**src/rtl/rv32m_muldiv_unit.sv**
```systemverilog
// rtl/rv32m_muldiv_unit.sv - iterative RV32M multiply/divide unit (shift-add multiply, restoring divide)
// Optional single-cycle multiply when RV32M_FAST_MUL_EN is defined.
module rv32m_muldiv_unit #(
  parameter int XLEN = 32,
  localparam int CNT_W = $clog2(XLEN) + 1
) (
  input  logic            clk,
  input  logic            rst,
  input  logic            start,
  input  logic [2:0]      op,
  input  logic [XLEN-1:0] src_a,
  input  logic [XLEN-1:0] src_b,
  input  logic            flush,
  output logic            busy,
  output logic            done,
  output logic [XLEN-1:0] result
);

  localparam logic [2:0] OP_MUL    = 3'b000;
  localparam logic [2:0] OP_MULH   = 3'b001;
  localparam logic [2:0] OP_MULHSU = 3'b010;
  localparam logic [2:0] OP_MULHU  = 3'b011;
  localparam logic [2:0] OP_DIV    = 3'b100;
  localparam logic [2:0] OP_DIVU   = 3'b101;
  localparam logic [2:0] OP_REM    = 3'b110;

  localparam logic [XLEN-1:0] MOST_NEG = {1'b1, {(XLEN-1){1'b0}}};

  typedef enum logic [1:0] {S_IDLE, S_CALC, S_DONE} state_t;

  state_t              state_q, state_d;
  logic [CNT_W-1:0]    cnt_q;
  logic [2:0]          op_q;
  logic [XLEN-1:0]     opnd_q;
  logic [2*XLEN-1:0]   prod_q;
  logic                neg_q, neg_r;

  logic                is_div, a_signed, b_signed, a_neg, b_neg;
  logic [XLEN-1:0]     a_mag, b_mag;
  logic                div_zero, div_ovf, special, fast;
  logic [XLEN-1:0]     special_res, fast_res;
  logic                accept;

  assign accept = start && !flush && (state_q == S_IDLE);

  // Operand decode on the raw (unlatched) inputs for the accepting cycle
  always_comb begin
    is_div   = op[2];
    a_signed = (op == OP_MULH) || (op == OP_MULHSU) || (is_div && !op[0]);
    b_signed = (op == OP_MULH) || (is_div && !op[0]);
    a_neg    = a_signed && src_a[XLEN-1];
    b_neg    = b_signed && src_b[XLEN-1];
    a_mag    = a_neg ? (~src_a + 1'b1) : src_a;
    b_mag    = b_neg ? (~src_b + 1'b1) : src_b;
    div_zero = is_div && (src_b == '0);
    div_ovf  = is_div && !op[0] && (src_a == MOST_NEG) && (src_b == '1);
    special_res = '0;
    if (div_zero)     special_res = op[1] ? src_a : '1;
    else if (div_ovf) special_res = op[1] ? '0 : MOST_NEG;
    special  = div_zero || div_ovf;
  end

`ifdef RV32M_FAST_MUL_EN
  logic signed [XLEN:0]     fast_a, fast_b;
  logic signed [2*XLEN+1:0] fast_prod;
  always_comb begin
    fast_a    = $signed({a_signed && src_a[XLEN-1], src_a});
    fast_b    = $signed({b_signed && src_b[XLEN-1], src_b});
    fast_prod = fast_a * fast_b;
    fast      = !is_div;
    fast_res  = (op == OP_MUL) ? fast_prod[XLEN-1:0] : fast_prod[2*XLEN-1:XLEN];
  end
`else
  assign fast     = 1'b0;
  assign fast_res = '0;
`endif

  // One iteration: multiply keeps {acc_hi, multiplier}; divide keeps {remainder, dividend/quotient}
  logic [XLEN:0]     mul_sum, div_shift, div_trial;
  logic [2*XLEN-1:0] step_next, mul_p;
  logic [XLEN-1:0]   quo, rem, final_res;

  always_comb begin
    mul_sum   = {1'b0, prod_q[2*XLEN-1:XLEN]} + (prod_q[0] ? {1'b0, opnd_q} : '0);
    div_shift = {prod_q[2*XLEN-1:XLEN], prod_q[XLEN-1]};
    div_trial = div_shift - {1'b0, opnd_q};
    if (!op_q[2])
      step_next = {mul_sum, prod_q[XLEN-1:1]};
    else if (!div_trial[XLEN])
      step_next = {div_trial[XLEN-1:0], prod_q[XLEN-2:0], 1'b1};
    else
      step_next = {div_shift[XLEN-1:0], prod_q[XLEN-2:0], 1'b0};

    mul_p = neg_q ? (~step_next + 1'b1) : step_next;
    quo   = step_next[XLEN-1:0];
    rem   = step_next[2*XLEN-1:XLEN];
    case (op_q)
      OP_MUL:                      final_res = mul_p[XLEN-1:0];
      OP_MULH, OP_MULHSU, OP_MULHU: final_res = mul_p[2*XLEN-1:XLEN];
      OP_DIV, OP_DIVU:             final_res = neg_q ? (~quo + 1'b1) : quo;
      default:                     final_res = neg_r ? (~rem + 1'b1) : rem;
    endcase
  end

  always_comb begin
    state_d = state_q;
    case (state_q)
      S_IDLE: if (accept) state_d = (special || fast) ? S_DONE : S_CALC;
      S_CALC: if (cnt_q == '0) state_d = S_DONE;
      S_DONE: state_d = S_IDLE;
      default: state_d = S_IDLE;
    endcase
    if (flush) state_d = S_IDLE;
  end

  always_ff @(posedge clk) begin
    if (rst) begin
      state_q <= S_IDLE;
      cnt_q   <= '0;
      op_q    <= '0;
      opnd_q  <= '0;
      prod_q  <= '0;
      neg_q   <= 1'b0;
      neg_r   <= 1'b0;
      result  <= '0;
    end else begin
      state_q <= state_d;
      if (accept) begin
        op_q   <= op;
        cnt_q  <= CNT_W'(XLEN - 1);
        opnd_q <= is_div ? b_mag : a_mag;
        prod_q <= {{XLEN{1'b0}}, is_div ? a_mag : b_mag};
        neg_q  <= a_neg ^ b_neg;
        neg_r  <= a_neg;
        if (special)   result <= special_res;
        else if (fast) result <= fast_res;
      end else if (state_q == S_CALC && !flush) begin
        prod_q <= step_next;
        cnt_q  <= cnt_q - 1'b1;
        if (cnt_q == '0) result <= final_res;
      end
    end
  end

  assign busy = (state_q != S_IDLE);
  assign done = (state_q == S_DONE);

endmodule

```
**config.mk**
```make
export PLATFORM = sky130hd
export DESIGN_NAME = rv32m_muldiv_unit
export DESIGN_NICKNAME = d
export VERILOG_FILES = /design/src/rtl/rv32m_muldiv_unit.sv
export SDC_FILE = /design/constraint.sdc
export NUM_CORES = 1
export LEC_CHECK = 0
export BUFFER_PORTS_ARGS = -buffer_cell sky130_fd_sc_hd__buf_2
export CAP_MARGIN = 20
export CELL_PAD_IN_SITES_DETAIL_PLACEMENT = 1
export CELL_PAD_IN_SITES_GLOBAL_PLACEMENT = 1
export CORE_UTILIZATION = 46
export DETAILED_ROUTE_END_ITERATION = 10
export PLACE_DENSITY_LB_ADDON = 0.25
export SYNTH_ARGS = -nofsm -noshare
export SYNTH_HDL_FRONTEND = slang
export SYNTH_SLANG_ARGS = --single-unit
```
**constraint.sdc**
```tcl
create_clock -name clk -period 7.4 [get_ports clk]
set_input_delay 0.37 -clock clk [delete_from_list [all_inputs] [get_ports clk]]
set_output_delay 0.37 -clock clk [all_outputs]
set_load 0.05 [all_outputs]
```
==> results of run 1 <==
-- through the flow --
step	worst slack, ns	utilization, %	power (W)	cells	cell area, um2
6_report	0.913	51.4	0.00290	2768	17400
5_1_grt	0.720	51.4	0.00298	2768	17400
4_1_cts	1.14	51.4	0.00286	2768	17400
3_5_place_dp	1.15	49.4	0.00187	2736	16700
3_3_place_gp	1.40	49.4	0.00184	2736	16700
2_1_floorplan	2.08	-	0.00151	2305	16000
-- cell usage after synthesis, types with 9 or more instances --
master | n | area share [%]
nor4_1 | 25 | 0.98
nand3_1 | 37 | 1.2
clkbuf_1 | 125 | 2.9
nand2b_1 | 20 | 0.78
a221oi_1 | 11 | 0.60
and3_1 | 17 | 0.66
or3_1 | 31 | 1.2
dfxtp_1 | 141 | 18
o21ai_1 | 15 | 0.47
and2_1 | 45 | 1.8
o31ai_1 | 22 | 1.0
a311oi_1 | 17 | 0.93
o211ai_1 | 82 | 3.8
xnor2_1 | 108 | 5.9
a211oi_1 | 55 | 2.6
and4_1 | 9 | 0.49
xor2_1 | 79 | 4.3
nand4_1 | 22 | 0.86
o41ai_1 | 9 | 0.49
buf_2 | 15 | 0.47
ha_1 | 70 | 5.5
mux2i_1 | 59 | 3.7
or4_1 | 14 | 0.66
nor2_1 | 202 | 4.7
nor3_1 | 58 | 1.8
o22ai_1 | 17 | 0.66
or2_2 | 13 | 0.51
o221ai_1 | 13 | 0.71
nand2_1 | 297 | 7.0
buf_1 | 12 | 0.28
inv_1 | 60 | 1.4
a21boi_0 | 9 | 0.42
o21ai_0 | 182 | 5.7
a21oi_1 | 217 | 6.8
o21a_1 | 16 | 0.75
nor2b_1 | 15 | 0.59
a21o_1 | 20 | 0.94
a31oi_1 | 20 | 0.78
-- final timing paths --
| check | startpoint | to | slack (ns) | depth (start not counted) |
|---|---|---|---|---|
| max reg2reg | prod_q[31] | result[31] | 0.91 | 18 |
| min | flush | state_q[1] | 0.14 | 2 |
| min reg2reg | opnd_q[3] | opnd_q[3] | 0.46 | 2 |
| max | prod_q[31] | result[31] | 0.91 | 18 |
-- state kept, by name, summed over array words and instances, names as in the netlist --
register  flops
prod_q       64
opnd_q       32
result       32
cnt_q         6
op_q          3
state_q       2
neg_q         1
neg_r         1
-- logic make-up after synthesis --
kind of cell,share of synthesized area [%]
adders and majority gates,5.73
buffers and inverters,5.41
AOI/OAI and AO/OA,31.6
and+or+nand+nor,25.2
DFF,17.6
muxes,4.00
xor gates and xnor gates,10.4
-- worst max-delay path, cell delays in order (launching register included) --
cell,delay [ns]
dfxtp_1,0.43
inv_1,0.09
ha_1,0.21
fa_1,0.40
nor2b_1,0.19
o31a_1,0.25
a21oi_1,0.20
o32ai_4,0.25
a21oi_4,0.24
xnor2_2,0.78
buf_4,0.39
mux2i_1,0.21
a21oi_1,0.23
or4_1,0.87
o21ai_0,0.78
nor3_1,0.11
a2111oi_0,0.40
o211a_1,0.22
a311oi_1,0.08
-- placed cells by master (no fill, tap or decap), drive strengths merged, types with 58 or more instances in the layout --
cell type,n
a21oi,220
buf,141
dfxtp,141
ha,70
inv,62
mux2i,59
nand2,298
nor2,203
nor3,58
o211ai,83
o21ai,198
xnor2,109
xor2,80
-- layout make-up --
cell class | count | area (um2)
fillers | 4485 | 16500
multi-input cells | 1945 | 12300
flip-flops and latches | 141 | 2830
repair buffers | 141 | 801
well taps | 448 | 561
clock buffers | 20 | 478
inverters | 61 | 229
clock inverters | 12 | 181
-- report_power, final --
| group | total, W | switching [W] | internal [W] |
|---|---|---|---|
| clock network | 0.00100 | 0.000400 | 0.000605 |
| logic | 0.00106 | 0.000729 | 0.000335 |
| registers | 0.000831 | 0.0000415 | 0.000790 |
-- layer usage --
layer	up-vias	GRT usage [%]	share of wire, %
met2	957	65.3	44
li1	8426	-	-
met3	209	7.39	8.7
met4	4	25.2	6.4
met1	9333	52.7	41
met5	-	0	0.032
==> flow_metrics.tcl, run 1 <==
set metrics [dict create \
    status "finished, final reports clean" \
    wl_per_cell_um 26.9 \
    syn_area_per_cell_um2 6.94 \
    clock_latency_ns 0.47 \
    grt_max_degree 90 \
    vias_per_cell 6.84 \
    setup_viol 0 \
    drtPass1Iterations 6 \
    ant_nets 0 \
    layout-drive-gt1-share_pct 9.74 \
    finalCritPeriodShare_pct 87.7 \
    initial_utilization_pct 47.2 \
    crit_path_end_kind "flop" \
    ys_async_sr_fraction_pct 0 \
    cts_setup_buffers 0 \
    final.setup_skew_ns 0.0153 \
    finalMaxSlewViolations 0 \
    hp-class "in2reg" \
    grt_first_pass_wirelength_um 113000 \
    cts_tree "yes" \
    num_antenna_cells 0 \
    fin_setup_tns_ns 0 \
    htree_num_levels 4 \
    ys.warnings.count 0 \
    clkTransAtPathRegs_ns 0.06 \
    power_leakage_nw 6.54 \
    port_buffers 104 \
    dieWidth_um 188 \
    nets 2450 \
    vias 18900 \
    ios 105 \
    max_slew.worst_pin.slew_ns 1.31 \
    slew_headroom_pct 12.0 \
    cts_hold_buf 0 \
    synth_fp_nets 2448 \
    period_needed_ns 6.49 \
    grt_pass1_vias 18400 \
    wl_um 74500 \
    fmax_mhz 154 \
    holdWs_ns 0.137 \
    cts_made_buffers 17 \
    worstSetupStartpointType "flop" \
    critical_path_class "reg2reg" \
    cts_max_path_buffers 2 \
    coreArea_um2 33900 \
    hold_viol 0 \
    clock-sinks 141 \
    vdd_drop_max_uv 184 \
    grt_use_total_pct 41.5 \
    remaining_drc_errors 0 \
    antenna_found_initial 3 \
    drt_iter0_drc 2046 \
    cts_root_buf "clkbuf_16" \
    dp_hpwl_um 58000 \
    synth_edf_count 0 \
    die_area_um2 35500 \
    syn-instance-count 2305 \
    synthDistinctLibCells 101 \
    grt_overflow 0 \
    arrival_ns 6.81 \
    synth_area_um2 16000 \
    ys.flop_type "dfxtp_1" \
    die_height_um 188 \
    ys_seq_area_share_pct 17.6 \
    cts_resized 0 \
    gp_congestion 1.03 \
    rsz0062_at_grt "no" \
    cp_max_fo 18 \
    synth-seq-cells 141 \
    crit_required_ns 7.72 \
    area_growth_syn_to_layout_pct 8.82 \
    num_rows 67 \
    power_density_nw_per_um2 167 \
    cap_violations 0 \
]
No activity file was read; power rests on OpenSTA's default activity.
==> run 2, diff against run 1 <==
- CORE_UTILIZATION: 46 -> 49
- clock period: 7.4 -> 8.2 ns (I/O delays scaled with it)
==> flow_metrics.tcl, run 2 (same netlist as run 1, synthesis figures left out) <==
set metrics [dict create \
    grt_pass1_vias 18300 \
    r2r_setup_slack_ns 1.88 \
    clkTransAtPathRegs_ns 0.07 \
    rsz0062_at_grt "no" \
    hold_start "flush" \
    dp.cells 2716 \
    switching_share_pct 41.6 \
    coreArea_um2 31800 \
    cts_made_buffers 17 \
    dieWidth_um 183 \
    wl_per_cell_um 27.3 \
    dp_hpwl_um 57200 \
    grt_use_total_pct 44.4 \
    clkPwrFrac_pct 32.6 \
    place_area_um2 16700 \
    gp_congestion 1.05 \
    p_switching_w 0.00105 \
    initial_utilization_pct 50.3 \
    area_growth_syn_to_layout_pct 8.06 \
    ios 105 \
    wl_met2_um 31700 \
    finalMaxSlewViolations 0 \
    htree_num_levels 4 \
    final.setup_skew_ns 0.0144 \
    num_antenna_cells 0 \
    nFillCells 4192 \
    cts_resized 0 \
    drt-met1-wl_um 30100 \
    period_needed_ns 6.32 \
    crit_chain "inv_1 -> ha_1 -> fa_1 -> nor2b_1 -> o31a_1 -> a21oi_1 -> o32ai_4 -> a21oi_4 -> xnor2_2 -> buf_4 -> mux2_2 -> a21oi_1 -> nand4_1 -> or4_1 -> o21ai_0 -> xor2_1 -> a221oi_1 -> o32ai_1" \
    clock_latency_ns 0.47 \
    cp_common_cell "a21oi_1" \
    cts_max_path_buffers 2 \
    power_density_nw_per_um2 147 \
    fin_area_um2 17300 \
    hp-class "in2reg" \
    antenna_found_initial 0 \
    layout-drive-gt1-share_pct 9.55 \
    nets 2444 \
    slew_headroom_pct 25.4 \
    seq_area_um2 2830 \
    cts_root_buf "clkbuf_16" \
    reg_top3 "prod_q: 64 flops, opnd_q: 32 flops, result: 32 flops" \
    final_cells 2749 \
    vias_per_cell 6.93 \
    pwr-share-comb_pct 37.9 \
    cts_setup_buffers 0 \
    crit_path_end_kind "flop" \
    grt_first_pass_wirelength_um 112000 \
    vias 19100 \
    largest_register "prod_q" \
    holdWs_ns 0.183 \
    ant_nets 0 \
    holdPathStages 2 \
    met3WireLength_um 7540 \
    multi_input_area_um2 12300 \
    remaining_drc_errors 0 \
    worstSetupStartpointType "flop" \
    cp_max_fo 24 \
    die_area_um2 33400 \
    p_int_w 0.00148 \
    critical_path_class "reg2reg" \
    r2r_start "prod_q[31]" \
    grt_overflow 0 \
    hold_viol 0 \
    drt_iter0_drc 2133 \
    largest_register_ffs 64 \
    cts_tree "yes" \
    critical-path-max-stage-delay_ns 0.68 \
    rr_worst_depth 18 \
    critPathBufInv 2 \
    grt_max_degree 95 \
    power_leakage_nw 6.48 \
    crit_family "compound AO/OA/AOI/OAI gates" \
    final_cell_mix "nand2_1, a21oi_1, nor2_1" \
    top_layer "met4" \
    finalCritPeriodShare_pct 77.0 \
    setup_viol 0 \
    max_slew.worst_pin.slew_ns 1.12 \
    final_common_cell "nand2_1" \
    holdPathEnd "state_q[0]" \
    port_buffers 104 \
    seq_power_share_pct 29.5 \
    slowest_stage "or4_1" \
    cap_violations 0 \
    final_util_pct 54.4 \
    arrival_ns 6.64 \
    cts_hold_buf 0 \
    r2r_end "result[23]" \
    vdd_drop_max_uv 181 \
    crit_required_ns 8.53 \
    num_rows 65 \
    fmax_mhz 158 \
    clock-sinks 141 \
    die_height_um 183 \
    status "finished, final reports clean" \
    fin_setup_tns_ns 0 \
    drtPass1Iterations 8 \
    wl_um 75000 \
]
run 2: cell count changes in the layout (fill, tap and decap cells not counted):
| cell | previous run | this run |
|---|---|---|
| a21oi_1 | 217 | 216 |
| a21oi_2 | 1 | 2 |
| buf_4 | 38 | 32 |
| bufinv_16 | 4 | 2 |
| clkbuf_1 | 0 | 1 |
| clkbuf_16 | 18 | 17 |
| clkinv_4 | 3 | 4 |
| clkinvlp_4 | 1 | 2 |
| nor2_1 | 202 | 201 |
| nor2_2 | 0 | 1 |
run 2: how the worst max path moves through the flow:
stage | start | to | slack (ns) | depth (start not counted)
global placement | opnd_q[14] | result[23] | 2.27 | 17
finish | prod_q[31] | result[23] | 1.88 | 18
global route | prod_q[31] | result[23] | 1.66 | 18
floorplan | op_q[2] | result[20] | 2.88 | 20
CTS | prod_q[31] | result[23] | 2.02 | 18
detailed placement | prod_q[31] | result[23] | 2.03 | 18
run 2: worst reg2reg max path, stage by stage, from the launching register on:
cell and delay, ns:
dfxtp_1 0.42, inv_1 0.10, ha_1 0.21, fa_1 0.40, nor2b_1 0.19, o31a_1 0.27
a21oi_1 0.22, o32ai_4 0.26, a21oi_4 0.24, xnor2_2 0.63, buf_4 0.44, mux2_2 0.40
a21oi_1 0.47, nand4_1 0.44, or4_1 0.68, o21ai_0 0.28, xor2_1 0.10, a221oi_1 0.32
o32ai_1 0.12
run 2: area by class of cell:
class / instances / share of cell area [%]
inverter: 61 / 1.32
tap: 435 / 3.15
timing repair buffer: 135 / 4.37
sequential: 141 / 16.4
clock inverter: 12 / 0.796
multi-input combinational: 1945 / 71.4
clock buffer: 20 / 2.64
run 2: power groups by stage:
stage	sequential, W	combinational, W	clock (W)
final	0.000747	0.000961	0.000828
after floorplan	0.000752	0.000611	0
after detailed placement	0.000760	0.000914	0
after CTS	0.000745	0.000920	0.000821
after global routing	0.000750	0.00101	0.000850
after global placement	0.000759	0.000891	0
run 2: stage by stage:
stage	power [W]	worst slack, ns
after global routing	0.00261	1.66
after detailed placement	0.00167	2.03
after global placement	0.00165	2.27
after CTS	0.00249	2.02
final	0.00254	1.88
after floorplan	0.00136	2.88
run 2: layer usage:
| layer | vias to the layer above | global-route usage, % |
|---|---|---|
| li1 | 8421 | - |
| met1 | 9312 | 56.6 |
| met2 | 1092 | 66.6 |
| met3 | 233 | 10.0 |
| met4 | 0 | 29.9 |
| met5 | - | 0 |
